$ cat src/rtl/mc_pkg.sv
// Shared encodings for the multicycle control unit: states, opcodes, datapath selects, causes.
// Pure definitions; no timing or flow control involved.
package mc_pkg;

   typedef enum logic [3:0] {
      ST_FETCH    = 4'd0,
      ST_DECODE   = 4'd1,
      ST_MEM_ADDR = 4'd2,
      ST_MEM_RD   = 4'd3,
      ST_MEM_WB   = 4'd4,
      ST_MEM_WR   = 4'd5,
      ST_R_EX     = 4'd6,
      ST_R_WB     = 4'd7,
      ST_I_EX     = 4'd8,
      ST_I_WB     = 4'd9,
      ST_BRANCH   = 4'd10,
      ST_JUMP     = 4'd11,
      ST_EXC      = 4'd12
   } state_t;

   localparam logic [7:0] OP_R_HI = 8'd4;
   localparam logic [7:0] OP_I_LO = 8'd5;
   localparam logic [7:0] OP_I_HI = 8'd9;
   localparam logic [7:0] OP_LW   = 8'd10;
   localparam logic [7:0] OP_SW   = 8'd11;
   localparam logic [7:0] OP_BEQ  = 8'd12;
   localparam logic [7:0] OP_J    = 8'd13;
   localparam logic [7:0] OP_BNE  = 8'd14;

   localparam logic [1:0] ALUOP_ADD  = 2'd0;
   localparam logic [1:0] ALUOP_SUB  = 2'd1;
   localparam logic [1:0] ALUOP_FUNC = 2'd2;

   localparam logic [1:0] SRCB_REG  = 2'd0;
   localparam logic [1:0] SRCB_FOUR = 2'd1;
   localparam logic [1:0] SRCB_IMM  = 2'd2;
   localparam logic [1:0] SRCB_BOFF = 2'd3;

   localparam logic [1:0] PCSRC_ALU    = 2'd0;
   localparam logic [1:0] PCSRC_ALUOUT = 2'd1;
   localparam logic [1:0] PCSRC_JUMP   = 2'd2;
   localparam logic [1:0] PCSRC_EXC    = 2'd3;

   localparam logic [1:0] CAUSE_NONE    = 2'd0;
   localparam logic [1:0] CAUSE_ILLEGAL = 2'd1;
   localparam logic [1:0] CAUSE_TIMEOUT = 2'd2;

   typedef enum logic [2:0] {
      OPC_R, OPC_I, OPC_MEM, OPC_BR, OPC_J, OPC_ILL
   } op_class_t;

   typedef struct packed {
      logic       reg_dst;
      logic       reg_write;
      logic       mem_read;
      logic       mem_write;
      logic       mem_to_reg;
      logic       i_or_d;
      logic       ir_write;
      logic       alu_src_a;
      logic       pc_write;
      logic       pc_write_cond;
      logic       branch_ne;
      logic       epc_write;
      logic [1:0] alu_src_b;
      logic [1:0] alu_op;
      logic [1:0] pc_source;
   } ctrl_t;

   function automatic op_class_t classify(input logic [7:0] op);
      if (op <= OP_R_HI)                     return OPC_R;
      if (op >= OP_I_LO && op <= OP_I_HI)    return OPC_I;
      if (op == OP_LW || op == OP_SW)        return OPC_MEM;
      if (op == OP_BEQ || op == OP_BNE)      return OPC_BR;
      if (op == OP_J)                        return OPC_J;
      return OPC_ILL;
   endfunction

endpackage

$ cat src/rtl/mc_wait_timer.sv
// Memory wait-state counter; o_expired is a same-cycle compare against TIMEOUT-1.
// Clear has priority over increment; no flow control of its own.
module mc_wait_timer #(
   parameter int TIMEOUT = 16
) (
   input  logic clk,
   input  logic rst,
   input  logic i_clr,
   input  logic i_inc,
   output logic o_expired
);

   logic [7:0] r_count;

   always_ff @(posedge clk) begin
      if (rst || i_clr) begin
         r_count <= '0;
      end else if (i_inc) begin
         r_count <= r_count + 8'd1;
      end
   end

   assign o_expired = (r_count == 8'(TIMEOUT - 1));

endmodule

$ cat src/rtl/mc_control_unit.sv
// Multicycle CPU control FSM: outputs decode combinationally from state, mem_ready and opcode.
// Wait states stall on mem_ready=0 and trap to EXC once the wait timer expires.
module mc_control_unit
   import mc_pkg::*;
#(
   parameter int OPW     = 6,
   parameter int TIMEOUT = 16
) (
   input  logic           clk,
   input  logic           rst,
   input  logic [OPW-1:0] opcode,
   input  logic           mem_ready,
   output logic           RegDst,
   output logic           RegWrite,
   output logic           MemRead,
   output logic           MemWrite,
   output logic           MemtoReg,
   output logic           IorD,
   output logic           IRWrite,
   output logic           ALUSrcA,
   output logic           PCWrite,
   output logic           PCWriteCond,
   output logic           BranchNe,
   output logic           EPCWrite,
   output logic [1:0]     ALUSrcB,
   output logic [1:0]     ALUOp,
   output logic [1:0]     PCSource,
   output logic [1:0]     cause,
   output logic [3:0]     state
);

   state_t     r_state;
   state_t     w_cur;
   state_t     w_next;
   logic [1:0] r_cause;
   logic [1:0] w_cause_next;
   logic [7:0] w_op8;
   logic       w_wait_st;
   logic       w_expired;
   logic       w_timeout;
   ctrl_t      w_ctl;

   // Reset forces the decode to FETCH immediately, not just after the edge.
   assign w_cur = rst ? ST_FETCH : r_state;

   always_comb begin
      w_op8          = '0;
      w_op8[OPW-1:0] = opcode;
   end

   assign w_wait_st = (w_cur == ST_FETCH) || (w_cur == ST_MEM_RD) || (w_cur == ST_MEM_WR);
   assign w_timeout = w_wait_st && !mem_ready && w_expired;

   mc_wait_timer #(.TIMEOUT(TIMEOUT)) u_wait_timer (
      .clk       (clk),
      .rst       (rst),
      .i_clr     (w_next != r_state),
      .i_inc     (w_wait_st && !mem_ready),
      .o_expired (w_expired)
   );

   always_ff @(posedge clk) begin
      if (rst) begin
         r_state <= ST_FETCH;
         r_cause <= CAUSE_NONE;
      end else begin
         r_state <= w_next;
         r_cause <= w_cause_next;
      end
   end

   always_comb begin
      w_next       = w_cur;
      w_cause_next = r_cause;
      w_ctl        = '0;
      case (w_cur)
         ST_FETCH: begin
            w_ctl.mem_read  = 1'b1;
            w_ctl.alu_src_b = SRCB_FOUR;
            w_ctl.alu_op    = ALUOP_ADD;
            w_ctl.pc_source = PCSRC_ALU;
            w_ctl.ir_write  = mem_ready;
            w_ctl.pc_write  = mem_ready;
            if (w_timeout) begin
               w_next       = ST_EXC;
               w_cause_next = CAUSE_TIMEOUT;
            end else if (mem_ready) begin
               w_next = ST_DECODE;
            end
         end
         ST_DECODE: begin
            w_ctl.alu_src_b = SRCB_BOFF;
            w_ctl.alu_op    = ALUOP_ADD;
            case (classify(w_op8))
               OPC_R:   w_next = ST_R_EX;
               OPC_I:   w_next = ST_I_EX;
               OPC_MEM: w_next = ST_MEM_ADDR;
               OPC_BR:  w_next = ST_BRANCH;
               OPC_J:   w_next = ST_JUMP;
               default: begin
                  w_next       = ST_EXC;
                  w_cause_next = CAUSE_ILLEGAL;
               end
            endcase
         end
         ST_MEM_ADDR: begin
            w_ctl.alu_src_a = 1'b1;
            w_ctl.alu_src_b = SRCB_IMM;
            w_ctl.alu_op    = ALUOP_ADD;
            // Opcode changing under us between DECODE and here is treated as illegal.
            if (w_op8 == OP_LW) begin
               w_next = ST_MEM_RD;
            end else if (w_op8 == OP_SW) begin
               w_next = ST_MEM_WR;
            end else begin
               w_next       = ST_EXC;
               w_cause_next = CAUSE_ILLEGAL;
            end
         end
         ST_MEM_RD: begin
            w_ctl.mem_read = 1'b1;
            w_ctl.i_or_d   = 1'b1;
            if (w_timeout) begin
               w_next       = ST_EXC;
               w_cause_next = CAUSE_TIMEOUT;
            end else if (mem_ready) begin
               w_next = ST_MEM_WB;
            end
         end
         ST_MEM_WB: begin
            w_ctl.reg_write  = 1'b1;
            w_ctl.mem_to_reg = 1'b1;
            w_next           = ST_FETCH;
         end
         ST_MEM_WR: begin
            w_ctl.mem_write = !w_timeout;
            w_ctl.i_or_d    = 1'b1;
            if (w_timeout) begin
               w_next       = ST_EXC;
               w_cause_next = CAUSE_TIMEOUT;
            end else if (mem_ready) begin
               w_next = ST_FETCH;
            end
         end
         ST_R_EX: begin
            w_ctl.alu_src_a = 1'b1;
            w_ctl.alu_src_b = SRCB_REG;
            w_ctl.alu_op    = ALUOP_FUNC;
            w_next          = ST_R_WB;
         end
         ST_R_WB: begin
            w_ctl.reg_dst   = 1'b1;
            w_ctl.reg_write = 1'b1;
            w_next          = ST_FETCH;
         end
         ST_I_EX: begin
            w_ctl.alu_src_a = 1'b1;
            w_ctl.alu_src_b = SRCB_IMM;
            w_ctl.alu_op    = ALUOP_FUNC;
            w_next          = ST_I_WB;
         end
         ST_I_WB: begin
            w_ctl.reg_write = 1'b1;
            w_next          = ST_FETCH;
         end
         ST_BRANCH: begin
            w_ctl.alu_src_a     = 1'b1;
            w_ctl.alu_src_b     = SRCB_REG;
            w_ctl.alu_op        = ALUOP_SUB;
            w_ctl.pc_write_cond = 1'b1;
            w_ctl.pc_source     = PCSRC_ALUOUT;
            w_ctl.branch_ne     = (w_op8 == OP_BNE);
            w_next              = ST_FETCH;
         end
         ST_JUMP: begin
            w_ctl.pc_write  = 1'b1;
            w_ctl.pc_source = PCSRC_JUMP;
            w_next          = ST_FETCH;
         end
         ST_EXC: begin
            w_ctl.epc_write = 1'b1;
            w_ctl.pc_write  = 1'b1;
            w_ctl.pc_source = PCSRC_EXC;
            w_next          = ST_FETCH;
         end
         default: w_next = ST_FETCH;
      endcase
   end

   assign RegDst      = w_ctl.reg_dst;
   assign RegWrite    = w_ctl.reg_write;
   assign MemRead     = w_ctl.mem_read;
   assign MemWrite    = w_ctl.mem_write;
   assign MemtoReg    = w_ctl.mem_to_reg;
   assign IorD        = w_ctl.i_or_d;
   assign IRWrite     = w_ctl.ir_write;
   assign ALUSrcA     = w_ctl.alu_src_a;
   assign PCWrite     = w_ctl.pc_write;
   assign PCWriteCond = w_ctl.pc_write_cond;
   assign BranchNe    = w_ctl.branch_ne;
   assign EPCWrite    = w_ctl.epc_write;
   assign ALUSrcB     = w_ctl.alu_src_b;
   assign ALUOp       = w_ctl.alu_op;
   assign PCSource    = w_ctl.pc_source;
   assign cause       = r_cause;
   assign state       = w_cur;

endmodule
$ cat config.mk
export PLATFORM = sky130hd
export DESIGN_NAME = mc_control_unit
export DESIGN_NICKNAME = d
export VERILOG_FILES = /design/src/rtl/mc_pkg.sv /design/src/rtl/mc_wait_timer.sv /design/src/rtl/mc_control_unit.sv
export SDC_FILE = /design/constraint.sdc
export NUM_CORES = 1
export LEC_CHECK = 0
export CORE_MARGIN = 2
export CORE_UTILIZATION = 45
export DETAILED_ROUTE_END_ITERATION = 12
export GPL_ROUTABILITY_DRIVEN = 0
export PLACE_DENSITY = 0.76
export SETUP_SLACK_MARGIN = 0.3
export SYNTH_ARGS = -nofsm -noshare
export SYNTH_HDL_FRONTEND = slang
export SYNTH_SLANG_ARGS = --single-unit
export TNS_END_PERCENT = 100
$ cat constraint.sdc
create_clock -name clk -period 2.9 [get_ports clk]
set_input_delay 0.29 -clock clk [delete_from_list [all_inputs] [get_ports clk]]
set_output_delay 0.29 -clock clk [all_outputs]
set_load 0.005 [all_outputs]
## Word level (Yosys, flattened, before mapping)

Index checks and enable logic that the tools add are counted.
Widths: inputs -> output; s select.

| word-level totals | value |
|---|---|
| flip-flop bits (word level) | 14 |
| input bits | 9 |
| output and inout port bits | 24 |
| word-level logic and storage cells | 116 |

| cells by class | value |
|---|---|
| add/subtract/negate cells | 1 |
| $lt $le $gt $ge | 3 |
| equality and inequality tests | 27 |
| multiplexer cells | 61 |
| reduce and logical (&&, ||, !) cells | 21 |

Operators with widths:

| cell | number |
|---|---|
| $mux 3 | 12 |
| $mux 4 | 9 |
| $eq 6x4->1 const B | 5 |
| $mux 1 | 29 |
| $pmux 4 s7 | 1 |
| $pmux 4 s6 | 1 |
| $eq 4x4->1 const B | 5 |
| $pmux 4 s5 | 1 |
| $eq 4x3->1 const B | 4 |
| $pmux 2 s3 | 2 |
| $mux 2 | 5 |
| $add 8x1->8 const B | 1 |
| $eq 4x2->1 const B | 2 |
| $eq 8x4->1 const B | 1 |
| $eq 3x2->1 const B | 2 |
| $ge 6x3->1 const B | 1 |
| $le 6x3->1 const B | 1 |
| $le 6x4->1 const B | 1 |
| $ne 2x2->1 const B | 3 |
| $reduce_or 2->1 | 3 |
| $reduce_or 3->1 | 2 |
| $logic_or 1x1->1 | 5 |
| $reduce_and 5->1 | 1 |
| $reduce_or 5->1 | 1 |
| 12 further kinds | 15 |

## Depth between registers and ports, before layout

| logic depth | value |
|---|---|
| depth in word-level cells | 28 |
| depth in mapped cells | 9 |
| gate-level depth less buffers | 8 |

## By module

Synthesis repeated with hierarchy kept, for this count alone.

| unflattened totals | value |
|---|---|
| cell total of the unflattened synthesis | 157 |
| area, all modules | 1196.1 um^2 |

By module, submodules not included:

| module | times used | cells each | area an instance (um^2) | sequential area each (um^2) |
|---|---|---|---|---|
| mc_control_unit | 1 | 117 | 838.3 | 120.1 |
| mc_wait_timer | 1 | 40 | 357.8 | 160.2 |

## Least setup slack after synthesis

OpenSTA, ideal clock, no wires.

| timing | value |
|---|---|
| path kind | reg-to-reg |
| start | register r_state[0] |
| end | register u_wait_timer.r_count[0] |
| library setup time | 0.078 ns |
| data arrival time | 2.328 ns |
| required time | 2.822 ns |
| path slack | 0.494 ns |
| cell stages (with the launch flop) | 10 |
| buffers on the path | 2 |
| period minus slack after synthesis | 2.406 ns |
| cells stage by stage | dfxtp_1 -> buf_2 -> or3b_2 -> nor3_1 -> a41o_1 -> a211oi_2 -> xnor2_1 -> or4_1 -> buf_2 -> nor3_1 |

| on the way | value |
|---|---|
| longest elaborated chain between the ends | 10 |
| elaborated cells on any way between the ends | 21 |
| those cells by class | 7 x eq/ne; 8 x mux; 6 x reduce/logical |

RTL lines:

| what | RTL line | text |
|---|---|---|
| from (decl) | mc_control_unit.sv:32 | `state_t r_state;` |
| from (signal assigned) | mc_control_unit.sv:67 | `r_state <= w_next;` |
| $mux 4 | mc_control_unit.sv:44 | `assign w_cur = rst ? ST_FETCH : r_state;` |
| $eq 4x2->1 or $logic_not 4->1 (tied branches) | mc_control_unit.sv:51, mc_control_unit.sv:76 |  |
| $logic_or 1x1->1 (2 in a row) | mc_control_unit.sv:51 | `assign w_wait_st = (w_cur == ST_FETCH) \|\| (w_cur == ST_MEM_RD) \|\| (w_cur == ST_MEM_WR);` |
| $logic_and 1x1->1 | mc_control_unit.sv:52, mc_control_unit.sv:58 |  |
| $logic_and 1x1->1 | mc_control_unit.sv:52 | `assign w_timeout = w_wait_st && !mem_ready && w_expired;` |
| $mux 4 (on tied branches) | mc_control_unit.sv:138, mc_control_unit.sv:84, mc_control_unit.sv:123 |  |
| $pmux 4 s7 | mc_control_unit.sv:76 | `case (w_cur)` |
| $ne 4x4->1 | mc_control_unit.sv:57 | `.i_clr (w_next != r_state),` |
| $logic_or 1x1->1 | mc_wait_timer.sv:16 | `if (rst \|\| i_clr) begin` |
| to (signal assigned) | mc_wait_timer.sv:19 | `r_count <= r_count + 8'd1;` |
| to (decl) | mc_wait_timer.sv:13 | `logic [7:0] r_count;` |

Several ways; a longest one is shown, not always the timed one.
A chain may end at the register's enable or synchronous reset.

## Final worst setup path

| timing | value |
|---|---|
| start | input port rst |
| end | output port MemWrite |

| on the way | value |
|---|---|
| longest elaborated chain between the ends | 8 |
| elaborated cells on any way between the ends | 10 |
| those cells by class | 2 x eq/ne; 2 x mux; 6 x reduce/logical |

RTL lines:

| what | RTL line | text |
|---|---|---|
| from (decl) | mc_control_unit.sv:10 | `input logic rst,` |
| $mux 4 * | mc_control_unit.sv:44 |  |
| $eq 4x2->1 or $logic_not 4->1 (tied branches) | mc_control_unit.sv:51 |  |
| $logic_or 1x1->1 (2 in a row) | mc_control_unit.sv:51 |  |
| $logic_and 1x1->1 (2 in a row) | mc_control_unit.sv:52 |  |
| $logic_not 1->1 | mc_control_unit.sv:136 | `w_ctl.mem_write = !w_timeout;` |
| $mux 1 * | mc_control_unit.sv:76 |  |
| to (decl) | mc_control_unit.sv:16 | `output logic MemWrite,` |

Mark *: on every way between the ends. The rest lies on a longest branch, timed or not.

==> metrics.md <==
| Metric | Value |
|---|---|
| Status | `finished clean` |
| Multi-input gate area | `925.9 µm²` |
| Top cells by area, synth | `dfxtp_1 22%, nor3_1 6.7%, nor2_1 6.0%` |
| Register area share after synthesis | `0.2222` |
| Flop pwr share | `0.402` |
| Post-DRT Antenna Nets | `0` |
| Post-route cell area | `0.001740 mm²` |
| Die H | `56.94 µm` |
| Worst EP required | `2.61 ns` |
| Global-route wire length before repair | `6003 µm` |
| Setup crit end kind | `output port` |
| RSZ-0062 raised after global routing | `true` |
| Flops & latches, synth | `14` |
| DP HPWL | `2891 µm` |
| Slew @ Worst Pin | `0.6449 ns` |
| DRT Wirelength | `3705 µm` |
| Final hold viol count | `0` |
| Cell Rows | `19` |
| Synth Warn # | `0` |
| Hold wc startpoint | `cause[0]$_SDFFE_PP0P_` |
| CTS H-tree depth | `1` |
| WP data arrival | `2.26 ns` |
| Final setup vio count | `0` |
| Cell variety after synth | `48` |
| Die X | `56.94 µm` |
| P_int | `0.3576 mW` |
| Cells on worst reg2reg path | `8` |
| Combinational share of power | `0.329` |
| Vias/cell | `5.972` |
| Register area | `284.0 µm²` |
| Crit path time final | `2.552 ns` |
| Power per cell area | `298.4 mW/mm²` |
| Boundary pin count | `33` |
| Reg-to-Reg End | `u_wait_timer.r_count[1]$_SDFFE_PP0P_` |
| Root buffer cell | `clkbuf_4` |
| Core box area | `0.002710 mm²` |
| Starting DRT DRC Count | `66` |
| CTS Buffer Depth | `2` |
| Fmax | `391.8 MHz` |
| TritonCTS Sinks | `14` |
| Worst skew pair latency | `0.28 ns` |
| Met2 usage | `0.3875` |
| Min-Delay Endpoint | `cause[0]$_SDFFE_PP0P_` |
| Die area | `0.003242 mm²` |
| Total power | `0.5193 mW` |
| Hold Path Depth | `2` |
| Clk slew on worst S/H paths | `0.09 ns` |
| Reg2reg setup slack | `0.43 ns` |
| Final design utilization | `0.6422` |
| Syn_area_per_cell | `6.968 µm²` |
| Global-route met1 utilization | `0.2920` |
| FILL cells | `256` |
| Clk_skew | `0.005312 ns` |
| Global route hottest layer | `met2` |
| Nets@finish | `228` |
| Synthesized area | `0.001261 mm²` |
| Net switching power figure | `0.1617 mW` |
| Synth area leader | `dfxtp_1` |
| Synth Instances | `181` |
| M3 GR Usage | `0.06576` |
| Commonest non-fill, non-tap cells in the layout | `32 x clkdlybuf4s50_1, 20 x nor2_1, 17 x nor3_1` |
| Lkg Pwr | `0.7090 nW` |
| Worst vdd ir | `0.0002751 V` |
| Final slew viol count | `0` |
| Total CTS buffers | `3` |
| Antenna cells | `0` |
| Pre-antenna DRT Iters | `4` |
| Post-synth top area share | `0.2222` |
| Sw Share | `0.3113` |
| Most common cell after layout, fill and taps aside | `clkdlybuf4s50_1` |
| Worst R2R Start | `u_wait_timer.r_count[1]$_SDFFE_PP0P_` |
| Wirelength per Cell | `14.94 µm` |
| Minimum hold slack | `0.5009 ns` |
| Setup crit start kind | `input pin` |
| Slew margin rel. | `0.5675` |
| Area Overhead vs Synth | `38.00%` |
| Post-synth EDFFs | `0` |
| Vias in the first global route | `1366` |
| Cell Area, Placed | `0.001664 mm²` |
| Max-capacitance violation count | `0` |
| GRT Util Overall | `0.2308` |
| CP max FO | `4` |
| CTS tree | `built` |
| Initial antenna violation count | `0` |
| Final setup TNS | `0 ns` |
| Total gr overflow | `0` |
| Post-CTS Setup Inserts | `0` |
| Hold Crit Class | `register to register` |
| Post-route clock period utilization | `0.8801` |
| Asr flop ratio synth | `0` |
| Initial Util | `0.4654` |
| Clk pwr share | `0.270` |
| Crit Path Category | `input pin to output port` |
| Post-CTS Hold Buffers | `0` |
| Share of layout cells above drive strength 1 | `0.1567` |
| Number of remaining DRC errors | `0` |
| Predominant post-synthesis flop cell | `dfxtp_1` |
| Largest net degree at the start of global routing | `17` |
| I/O Buffers | `32` |
| Routed via count | `1481` |
| Syn_nets | `191` |
-- metal layers --
layer,up-vias,wire [µm]
met5,-,0
met4,0,35
met3,4,292
met2,61,1821
met1,689,1555
li1,727,-
-- layout make-up --
| type | count | share of cell area |
|---|---|---|
| clock buffers | 4 | 0.02085 |
| flip-flops and latches | 14 | 0.1632 |
| well taps | 31 | 0.02229 |
| repair buffers | 45 | 0.2401 |
| multi-input cells | 144 | 0.5320 |
| inverters | 10 | 0.02157 |
-- registers in the layout (all words and copies together), names as in the netlist --
register              count
u_wait_timer.r_count      8
cause                     2
r_state                   4
-- cells by family (layout without fill, tap and decap cells) --
family,after synthesis,in the layout,share of synthesized area
muxes,2,2,0.01587
and+or+nand+nor,86,86,0.3621
xor gates and xnor gates,12,12,0.08333
adders and majority gates,2,2,0.01786
DFF,14,14,0.2222
AOI/OAI and AO/OA,42,42,0.2262
buffers and inverters,23,59,0.07242
-- worst max path at each step --
stage                               start                                   end  slack (ns)  depth (start not counted)
floorplan           r_state[0]$_SDFF_PP0_  u_wait_timer.r_count[0]$_SDFFE_PP0P_        0.49                          9
global placement                opcode[3]  u_wait_timer.r_count[3]$_SDFFE_PP0P_        0.06                          8
detailed placement              opcode[3]  u_wait_timer.r_count[1]$_SDFFE_PP0P_       -0.02                          8
CTS                 r_state[0]$_SDFF_PP0_                              MemWrite        0.31                          4
global route        r_state[1]$_SDFF_PP0_                              BranchNe        0.29                          6
finish                                rst                              MemWrite        0.35                          5
-- worst max-delay path, cell delays in order --
cell and delay, ns:
clkdlybuf4s50_1 0.47, or3b_2 0.53, or3_1 0.37, nor2_1 0.10, clkdlybuf4s50_1 0.50
-- power by group through the flow --
stage	clock [mW]	combinational (mW)	sequential, mW
floorplan	0	0.0986	0.206
global placement	0	0.159	0.212
global route	0.152	0.185	0.209
CTS	0.143	0.165	0.208
finish	0.140	0.171	0.209
detailed placement	0	0.162	0.212
-- per-stage QoR --
step | setup slack (ns) | cells
after floorplan | 0.4940 | 181
after global placement | 0.05779 | 244
after detailed placement | -0.01797 | 244
after CTS | 0.3097 | 248
after global routing | 0.2879 | 248
final | 0.3476 | 248
-- repair_timing --
| item | CTS | global route |
|---|---|---|
| pin swaps | 0 | 0 |
| resized for setup | 1 | 12 |
| endpoints found under the setup margin | 8 | 12 |
-- Yosys cell counts, types with 3 or more instances --
| library cell | number |
|---|---|
| a21oi_1 | 7 |
| a31oi_1 | 3 |
| and3_1 | 5 |
| buf_2 | 4 |
| clkbuf_1 | 8 |
| dfxtp_1 | 14 |
| inv_1 | 10 |
| nand2_1 | 13 |
| nand2b_1 | 3 |
| nand4_1 | 3 |
| nor2_1 | 20 |
| nor3_1 | 17 |
| nor3b_1 | 3 |
| nor4_1 | 4 |
| o21ai_0 | 12 |
| or4_1 | 3 |
| xnor2_1 | 5 |
| xor2_1 | 7 |
Power figures use the tool's default switching activity.
